--- src/rtl/assay_readout_scanner_if.sv ---
// Host-side bundle for the assay readout scanner: run control, detector samples
// and the valid/ready result stream.
interface assay_readout_scanner_if #(
   parameter int unsigned DW = 12
);
   logic            start;
   logic            busy;
   logic            det_strobe;
   logic [8*DW-1:0] det_data;
   logic            res_valid;
   logic            res_ready;
   logic [2:0]      res_ch;
   logic [DW-1:0]   res_avg;
   logic            res_pos;
   logic            res_last;
   logic            done;
   logic            overrun;

   modport master (
      output start, det_strobe, det_data, res_ready,
      input  busy, res_valid, res_ch, res_avg, res_pos, res_last, done, overrun
   );

   modport slave (
      input  start, det_strobe, det_data, res_ready,
      output busy, res_valid, res_ch, res_avg, res_pos, res_last, done, overrun
   );
endinterface

--- src/rtl/assay_readout_scanner.sv ---
// Averages NSAMP samples on each of the eight optical lanes, then streams one
// thresholded result per lane over valid/ready, ending the run with a done pulse.
module assay_readout_scanner #(
   parameter int unsigned DW     = 12,
   parameter int unsigned NSAMP  = 16,
   parameter int unsigned THRESH = 2048
) (
   input  logic                   clk,
   input  logic                   rst_n,
   assay_readout_scanner_if.slave bus
);
   localparam int unsigned LG = $clog2(NSAMP);
   localparam int unsigned AW = DW + LG;
   localparam logic [LG-1:0] CNT_LAST = LG'(NSAMP - 1);

   typedef enum logic [1:0] {IDLE, ACCUM, DRAIN} state_e;

   state_e        state_q, state_d;
   logic [AW-1:0] acc_q [8];
   logic [AW-1:0] acc_d [8];
   logic [LG-1:0] cnt_q, cnt_d;
   logic [2:0]    ptr_q, ptr_d;
   logic          busy_q, busy_d;
   logic          res_valid_q, res_valid_d;
   logic          done_q, done_d;
   logic          overrun_q, overrun_d;
   logic          hs;
   logic [DW-1:0] avg;

   assign hs = res_valid_q & bus.res_ready;

   always_comb begin
      state_d     = state_q;
      acc_d       = acc_q;
      cnt_d       = cnt_q;
      ptr_d       = ptr_q;
      busy_d      = busy_q;
      res_valid_d = res_valid_q;
      done_d      = 1'b0;
      overrun_d   = overrun_q;
      case (state_q)
         IDLE: begin
            // A strobe coinciding with start is dropped: accumulation begins next cycle.
            if (bus.start) begin
               for (int unsigned i = 0; i < 8; i++) acc_d[i] = '0;
               cnt_d     = '0;
               ptr_d     = '0;
               overrun_d = 1'b0;
               busy_d    = 1'b1;
               state_d   = ACCUM;
            end
         end
         ACCUM: begin
            if (bus.det_strobe) begin
               for (int unsigned i = 0; i < 8; i++)
                  acc_d[i] = acc_q[i] + AW'(bus.det_data[i*DW +: DW]);
               cnt_d = cnt_q + LG'(1);
               if (cnt_q == CNT_LAST) begin
                  ptr_d       = '0;
                  res_valid_d = 1'b1;
                  state_d     = DRAIN;
               end
            end
         end
         DRAIN: begin
            if (bus.det_strobe) overrun_d = 1'b1;
            if (hs) begin
               if (ptr_q == 3'd7) begin
                  ptr_d       = '0;
                  res_valid_d = 1'b0;
                  busy_d      = 1'b0;
                  done_d      = 1'b1;
                  state_d     = IDLE;
               end else begin
                  ptr_d = ptr_q + 3'd1;
               end
            end
         end
         default: state_d = IDLE;
      endcase
   end

   always_ff @(posedge clk or negedge rst_n) begin
      if (!rst_n) begin
         state_q     <= IDLE;
         for (int unsigned i = 0; i < 8; i++) acc_q[i] <= '0;
         cnt_q       <= '0;
         ptr_q       <= '0;
         busy_q      <= 1'b0;
         res_valid_q <= 1'b0;
         done_q      <= 1'b0;
         overrun_q   <= 1'b0;
      end else begin
         state_q     <= state_d;
         acc_q       <= acc_d;
         cnt_q       <= cnt_d;
         ptr_q       <= ptr_d;
         busy_q      <= busy_d;
         res_valid_q <= res_valid_d;
         done_q      <= done_d;
         overrun_q   <= overrun_d;
      end
   end

   // Payload is taken straight from registers, so it cannot move while stalled.
   assign avg           = acc_q[ptr_q][AW-1:LG];
   assign bus.busy      = busy_q;
   assign bus.res_valid = res_valid_q;
   assign bus.res_ch    = ptr_q;
   assign bus.res_avg   = avg;
   assign bus.res_pos   = (32'(avg) >= THRESH);
   assign bus.res_last  = res_valid_q & (ptr_q == 3'd7);
   assign bus.done      = done_q;
   assign bus.overrun   = overrun_q;
endmodule

--- src/flat_wrapper.sv ---
// flat-port wrapper written by rule: the top's interface ports become plain ports
module assay_readout_scanner_flat 
#(
   parameter int unsigned DW     = 12,
   parameter int unsigned NSAMP  = 16,
   parameter int unsigned THRESH = 2048
)
  (clk, rst_n, bus_start, bus_det_strobe, bus_det_data, bus_res_ready, bus_busy, bus_res_valid, bus_res_ch, bus_res_avg, bus_res_pos, bus_res_last, bus_done, bus_overrun);
  assay_readout_scanner_if #(.DW(DW)) bus_i ();
  input  logic clk;
  input  logic rst_n;
  input wire logic [$bits(bus_i.start)-1:0] bus_start;
  input wire logic [$bits(bus_i.det_strobe)-1:0] bus_det_strobe;
  input wire logic [$bits(bus_i.det_data)-1:0] bus_det_data;
  input wire logic [$bits(bus_i.res_ready)-1:0] bus_res_ready;
  output wire logic [$bits(bus_i.busy)-1:0] bus_busy;
  output wire logic [$bits(bus_i.res_valid)-1:0] bus_res_valid;
  output wire logic [$bits(bus_i.res_ch)-1:0] bus_res_ch;
  output wire logic [$bits(bus_i.res_avg)-1:0] bus_res_avg;
  output wire logic [$bits(bus_i.res_pos)-1:0] bus_res_pos;
  output wire logic [$bits(bus_i.res_last)-1:0] bus_res_last;
  output wire logic [$bits(bus_i.done)-1:0] bus_done;
  output wire logic [$bits(bus_i.overrun)-1:0] bus_overrun;
  assign bus_i.start = bus_start;
  assign bus_i.det_strobe = bus_det_strobe;
  assign bus_i.det_data = bus_det_data;
  assign bus_i.res_ready = bus_res_ready;
  assign bus_busy = bus_i.busy;
  assign bus_res_valid = bus_i.res_valid;
  assign bus_res_ch = bus_i.res_ch;
  assign bus_res_avg = bus_i.res_avg;
  assign bus_res_pos = bus_i.res_pos;
  assign bus_res_last = bus_i.res_last;
  assign bus_done = bus_i.done;
  assign bus_overrun = bus_i.overrun;
  assay_readout_scanner #(.DW(DW), .NSAMP(NSAMP), .THRESH(THRESH)) u_core (.clk(clk), .rst_n(rst_n), .bus(bus_i));
endmodule
--- config.mk ---
export PLATFORM = sky130hd
export DESIGN_NAME = assay_readout_scanner_flat
export DESIGN_NICKNAME = d
export VERILOG_FILES = /design/src/rtl/assay_readout_scanner_if.sv /design/src/rtl/assay_readout_scanner.sv /design/src/flat_wrapper.sv
export SDC_FILE = /design/constraint.sdc
export NUM_CORES = 1
export LEC_CHECK = 0
export CORE_UTILIZATION = 55
export DETAILED_ROUTE_END_ITERATION = 8
export GPL_TIMING_DRIVEN = 0
export PLACE_DENSITY = 0.86
export SYNTH_ARGS = -nofsm -noshare
export SYNTH_HDL_FRONTEND = slang
export SYNTH_SLANG_ARGS = --single-unit
--- constraint.sdc ---
create_clock -name clk -period 6.3 [get_ports clk]
set_input_delay 1.26 -clock clk [delete_from_list [all_inputs] [get_ports clk]]
set_output_delay 1.26 -clock clk [all_outputs]
set_load 0.01 [all_outputs]
==> results of run 1 <==
-- power by group through the flow --
stage                     Clock, mW  Combinational [mW]  Sequential, mW
final                          1.14                3.51            1.78
after CTS                      1.14                3.46            1.75
after detailed placement          0                3.38            1.76
after global placement            0                3.24            1.74
after global routing           1.17                3.88            1.81
after floorplan                   0                2.59            1.59
-- per-layer routing --
layer / share of wire [%] / track usage (%) / routed length, µm
met1: 40 / 41.8 / 12500
met2: 45 / 50.5 / 14000
met3: 9.7 / 6.56 / 3010
met4: 4.5 / 18.2 / 1400
met5: 0 / 0 / 0
-- metrics by stage --
step | util, % | hold slack (ns) | cells | area [µm²] | setup TNS, ns
2_1_floorplan | - | 0.447 | 1139 | 10500 | 0
3_3_place_gp | 64.2 | 0.460 | 1494 | 12000 | -260.75
3_5_place_dp | 64.3 | 0.467 | 1495 | 12100 | 0
4_1_cts | 67.8 | 0.481 | 1527 | 12700 | 0
5_1_grt | 67.8 | 0.501 | 1527 | 12700 | 0
6_report | 67.8 | 0.480 | 1527 | 12700 | 0
-- sequential cells by signal, indices dropped and copies added (netlist names) --
| signal | count |
|---|---|
| u_core.acc_q | 128 |
| u_core.cnt_q | 4 |
| u_core.bus.res_ch | 3 |
| u_core.state_q | 2 |
| u_core.bus.busy | 1 |
| u_core.bus.done | 1 |
| u_core.bus.overrun | 1 |
| u_core.bus.res_valid | 1 |
-- cells in the final DEF (no fill, tap or decap), types with 11 or more instances in the layout --
| cell type | synthesis | layout |
|---|---|---|
| sky130_fd_sc_hd__dfrtp_1 | 141 | 141 |
| sky130_fd_sc_hd__nand2_1 | 136 | 136 |
| sky130_fd_sc_hd__o21ai_0 | 125 | 125 |
| sky130_fd_sc_hd__clkdlybuf4s50_1 | 0 | 120 |
| sky130_fd_sc_hd__ha_1 | 99 | 99 |
| sky130_fd_sc_hd__a21oi_1 | 70 | 70 |
| sky130_fd_sc_hd__nor2_1 | 64 | 64 |
| sky130_fd_sc_hd__inv_1 | 42 | 42 |
| sky130_fd_sc_hd__xnor2_1 | 36 | 36 |
| sky130_fd_sc_hd__xor2_1 | 34 | 34 |
| sky130_fd_sc_hd__a21o_1 | 28 | 28 |
| sky130_fd_sc_hd__a211oi_1 | 26 | 26 |
| sky130_fd_sc_hd__mux4_2 | 24 | 24 |
| sky130_fd_sc_hd__nand2b_1 | 20 | 20 |
| sky130_fd_sc_hd__clkbuf_1 | 18 | 18 |
| sky130_fd_sc_hd__nand3_1 | 18 | 18 |
| sky130_fd_sc_hd__clkbuf_16 | 0 | 17 |
| sky130_fd_sc_hd__nor3_1 | 16 | 16 |
| sky130_fd_sc_hd__buf_2 | 15 | 15 |
| sky130_fd_sc_hd__mux2_2 | 13 | 13 |
| sky130_fd_sc_hd__o21a_1 | 13 | 13 |
| sky130_fd_sc_hd__a22o_1 | 13 | 13 |
| sky130_fd_sc_hd__o31ai_1 | 13 | 13 |
| sky130_fd_sc_hd__or3_1 | 13 | 13 |
| sky130_fd_sc_hd__nor2b_1 | 12 | 12 |
| sky130_fd_sc_hd__a31oi_1 | 12 | 12 |
| sky130_fd_sc_hd__nand4_1 | 12 | 12 |
| sky130_fd_sc_hd__o21bai_1 | 11 | 11 |
-- critical path: stages, from the launching register on --
cell	delay [ns]
sky130_fd_sc_hd__dfrtp_1	0.40
sky130_fd_sc_hd__clkbuf_1	0.47
sky130_fd_sc_hd__clkbuf_1	0.57
sky130_fd_sc_hd__mux4_2	0.45
sky130_fd_sc_hd__mux2_2	0.33
sky130_fd_sc_hd__clkdlybuf4s50_1	0.49
-- cell usage after synthesis (5+ instances only) --
| cell | number |
|---|---|
| sky130_fd_sc_hd__dfrtp_1 | 141 |
| sky130_fd_sc_hd__nand2_1 | 136 |
| sky130_fd_sc_hd__o21ai_0 | 125 |
| sky130_fd_sc_hd__ha_1 | 99 |
| sky130_fd_sc_hd__a21oi_1 | 70 |
| sky130_fd_sc_hd__nor2_1 | 64 |
| sky130_fd_sc_hd__inv_1 | 42 |
| sky130_fd_sc_hd__xnor2_1 | 36 |
| sky130_fd_sc_hd__xor2_1 | 34 |
| sky130_fd_sc_hd__a21o_1 | 28 |
| sky130_fd_sc_hd__a211oi_1 | 26 |
| sky130_fd_sc_hd__mux4_2 | 24 |
| sky130_fd_sc_hd__nand2b_1 | 20 |
| sky130_fd_sc_hd__clkbuf_1 | 18 |
| sky130_fd_sc_hd__nand3_1 | 18 |
| sky130_fd_sc_hd__nor3_1 | 16 |
| sky130_fd_sc_hd__buf_2 | 15 |
| sky130_fd_sc_hd__a22o_1 | 13 |
| sky130_fd_sc_hd__mux2_2 | 13 |
| sky130_fd_sc_hd__o21a_1 | 13 |
| sky130_fd_sc_hd__o31ai_1 | 13 |
| sky130_fd_sc_hd__or3_1 | 13 |
| sky130_fd_sc_hd__a31oi_1 | 12 |
| sky130_fd_sc_hd__nand4_1 | 12 |
| sky130_fd_sc_hd__nor2b_1 | 12 |
| sky130_fd_sc_hd__o21bai_1 | 11 |
| sky130_fd_sc_hd__fa_1 | 8 |
| sky130_fd_sc_hd__o211ai_1 | 8 |
| sky130_fd_sc_hd__o22ai_1 | 7 |
| sky130_fd_sc_hd__a32o_1 | 6 |
| sky130_fd_sc_hd__o41ai_1 | 6 |
| sky130_fd_sc_hd__mux2i_1 | 5 |
| sky130_fd_sc_hd__o31a_1 | 5 |
| sky130_fd_sc_hd__or4_1 | 5 |
-- kinds of logic (layout without fill, tap and decap cells) --
| group | Yosys count | count (layout) | share of synthesized area, % |
|---|---|---|---|
| xor+xnor | 70 | 70 | 5.82 |
| fa+ha+maj | 107 | 107 | 13.3 |
| simple gates | 321 | 321 | 14.4 |
| flops | 141 | 141 | 33.5 |
| mux | 42 | 42 | 6.99 |
| buf+inv | 80 | 234 | 3.13 |
| compound gates | 378 | 378 | 22.9 |
-- cell type report --
type                       count  area (µm²)  share of cell area (%)
inverter                      42         158                    1.24
timing repair buffer         122        1240                    9.74
multi-input combinational    918        6680                    52.5
clock inverter                14         215                    1.69
buffer                        38         173                    1.36
clock buffer                  18         439                    3.45
sequential                   141        3530                    27.7
tap                          234         293                    2.30
-- path summary, 6_finish.rpt --
check | cells after the start | slack (ns) | endpoint | start
max | 5 | 1.90 | bus_res_avg[5] | u_core.bus.res_ch[1]
min | 2 | 0.48 | u_core.acc_q[98] | u_core.acc_q[98]
min reg2reg | 2 | 0.48 | u_core.acc_q[98] | u_core.acc_q[98]
max reg2reg | 9 | 3.61 | u_core.acc_q[110] | u_core.acc_q[96]
min in group asynchronous | 1 | 0.77 | u_core.acc_q[3] | rst_n
max in group asynchronous | 2 | 4.70 | u_core.acc_q[67] | rst_n
==> results_tabular.tex, run 1 <==
\begin{tabular}{lr}
\hline
Metric & Value \\
\hline
\multicolumn{2}{l}{\textbf{Power and ir drop}} \\
Portion of total power attributed to combinational logic & roughly 55\% \\
Proportion of total power due to net switching & between 40\% and 50\% \\
Internal portion of total power & roughly 3.6 mW \\
Cell area power density & 505 nW/µm² \\
Clock share of power & 17.7\% \\
Overall Power & around 6.4 mW \\
Leakage & between 5 and 6 nW \\
Sequential share of power & between 20\% and 30\% \\
Switch Pwr & approximately 2.8 mW \\
IR drop worst, VDD & about 0.25 mV \\
\multicolumn{2}{l}{\textbf{Route}} \\
1st-pass router iterations & 5 \\
Per-cell routed wire length & between 20 and 25 µm \\
Vias/cell & between 6 and 7 \\
Antenna-violating nets left & 0 \\
Violation count after the first detailed-routing iteration & slightly above 900 \\
Number of remaining DRC errors & 0 \\
Drt total wl & slightly above 30,000 µm \\
Vias & 9,846 \\
\multicolumn{2}{l}{\textbf{Floorplanning}} \\
Number of top-level pins & $\sim$120 \\
Floorplan core area & 18,800 µm² \\
Die Wd & 140 µm \\
Initial Util & $\sim$56\% \\
Vert. Die Dim & roughly 140 µm \\
Full die area & between 15,000 and 20,000 µm² \\
Std-Cell Rows & 50 \\
\multicolumn{2}{l}{\textbf{Synthesis}} \\
Number of synthesized flops with an enable pin & 0 \\
Share of synthesized area occupied by flip-flops and latches & 33.5\% \\
Predominant post-synthesis flop cell & sky130\_fd\_sc\_hd\_\_dfrtp\_1 \\
Average cell area after synthesis & 9.25 µm² \\
Post-synthesis cell type with the largest combined area & sky130\_fd\_sc\_hd\_\_dfrtp\_1 \\
Synthesized flop and latch total & 141 \\
Netlist Area Pre-Place & $\sim$11,000 µm² \\
Number of different library cells in the post-synthesis netlist & 75 \\
Total nets after synthesis & between 1,000 and 1,500 \\
Gate count of the mapped netlist & approximately 1,100 \\
Share of flip-flops with an asynchronous set or reset after synthesis & 100\% \\
Warnings, synthesis & 0 \\
Area share of the leading cell type in the synthesized netlist & 33.5\% \\
Leading post-synthesis cells by cell area & sky130\_fd\_sc\_hd\_\_dfrtp\_1 (33\%), sky130\_fd\_sc\_hd\_\_ha\_1 (12\%), sky130\_fd\_sc\_hd\_\_o21ai\_0 (5.9\%), sky130\_fd\_sc\_hd\_\_mux4\_2 (5.1\%), sky130\_fd\_sc\_hd\_\_nand2\_1 (4.8\%) \\
\multicolumn{2}{l}{\textbf{Layout}} \\
Share of layout cells above drive strength 1 & 7.81\% \\
Antenna diode count & 0 \\
Filler cell count & roughly 1,400 \\
Area added between synthesis and finish & 20.8\% \\
Net count, final & approximately 1,500 \\
\multicolumn{2}{l}{\textbf{CTS}} \\
TritonCTS clock tree & built \\
Clock tree buffer depth & 2 \\
H-tree depth & 4 \\
Clock Sink Count & around 140 \\
Clock-pin slew on the worst setup and hold paths & around 0.060 ns \\
Clk\_lat worst skew & 0.44 ns \\
Hold-fix buffers, CTS & 0 \\
Setup bufs post-CTS & 0 \\
CTS-repair resized insts & 0 \\
Number of buffers added by the clock tree synthesis step & 17 \\
Clock Root Buffer & sky130\_fd\_sc\_hd\_\_clkbuf\_16 \\
\multicolumn{2}{l}{\textbf{Timing}} \\
Worst setup skew after layout & approximately 0.0084 ns \\
Minimum period implied by the final worst setup slack & between 4 and 5 ns \\
Headroom to the max-slew limit & 38.3\% \\
Hold violation count in the final report & 0 \\
Worst-Margin Slew & a little over 0.9 ns \\
Ratio of final minimum period to clock period & 69.9\% \\
Maximum clock rate & approximately 230 MHz \\
Final worst-path setup slack & around 1.9 ns \\
Final Max Tran Viols & 0 \\
Final Setup Violations & 0 \\
Unrepaired setup endpoints after global routing & no \\
\multicolumn{2}{l}{\textbf{Place}} \\
DPL Wire Length & $\sim$22,000 µm \\
Number of port buffers & around 120 \\
Routability Congestion & about 0.95 \\
Post-Place Worst Slack & 2.35 ns \\
\multicolumn{2}{l}{\textbf{Global route}} \\
Antenna violations before repair & 0 \\
Via count of the first global-routing pass & between 9,000 and 10,000 \\
Pin count of the biggest net entering global routing & between 80 and 90 \\
Global-route usage over all layers & about 32\% \\
First-pass GRT wire length & about 48,000 µm \\
Total overflow reported by the global router & 0 \\
\multicolumn{2}{l}{\textbf{Outcome}} \\
Run status & finished clean \\
\multicolumn{2}{l}{\textbf{Worst setup path}} \\
Required time of the worst setup path & about 5.0 ns \\
Maximum fanout encountered on the critical timing path & 10 \\
Arrival time worst endpoint & roughly 3.1 ns \\
Type of the worst setup path & flip-flop to output port \\
Crit. End Element & output port \\
Startpoint type of the worst setup path & flip-flop \\
\multicolumn{2}{l}{\textbf{Hold path}} \\
Class of the tightest hold or removal check & flip-flop to flip-flop \\
\multicolumn{2}{l}{\textbf{Flow run}} \\
Number of max-capacitance violations reported & 0 \\
\hline
\end{tabular}
(Power assumes the default switching activity.)
==> inputs of run 2 (changes only) <==
Clock period 6.3 ns to 4.48 ns, I/O delays scaled along.
==> results of run 2 <==
Same layout as run 1 (identical final DEF). Status: finished clean.
Main changes from that run: setup slack after placement 2.35 ns -> 0.893 ns; setup slack after layout 1.90 ns -> 0.442 ns; hold slack 0.480 ns -> 0.404 ns; register-to-register setup slack 3.61 ns -> 1.79 ns; total power 6.43 mW -> 9.04 mW; worst IR drop on VDD 0.248 mV -> 0.349 mV
==> inputs of run 3 (changes only) <==
Settings changed: TNS_END_PERCENT set to 10.
Clock period 4.48 ns to 4.7 ns, I/O delays scaled along.
==> results of run 3 <==
Same layout as run 1 (identical final DEF). Status: finished clean.
Main changes from that run: setup slack after placement 2.35 ns -> 1.07 ns; setup slack after layout 1.90 ns -> 0.618 ns; hold slack 0.480 ns -> 0.448 ns; register-to-register setup slack 3.61 ns -> 2.01 ns; total power 6.43 mW -> 8.62 mW; worst IR drop on VDD 0.248 mV -> 0.332 mV
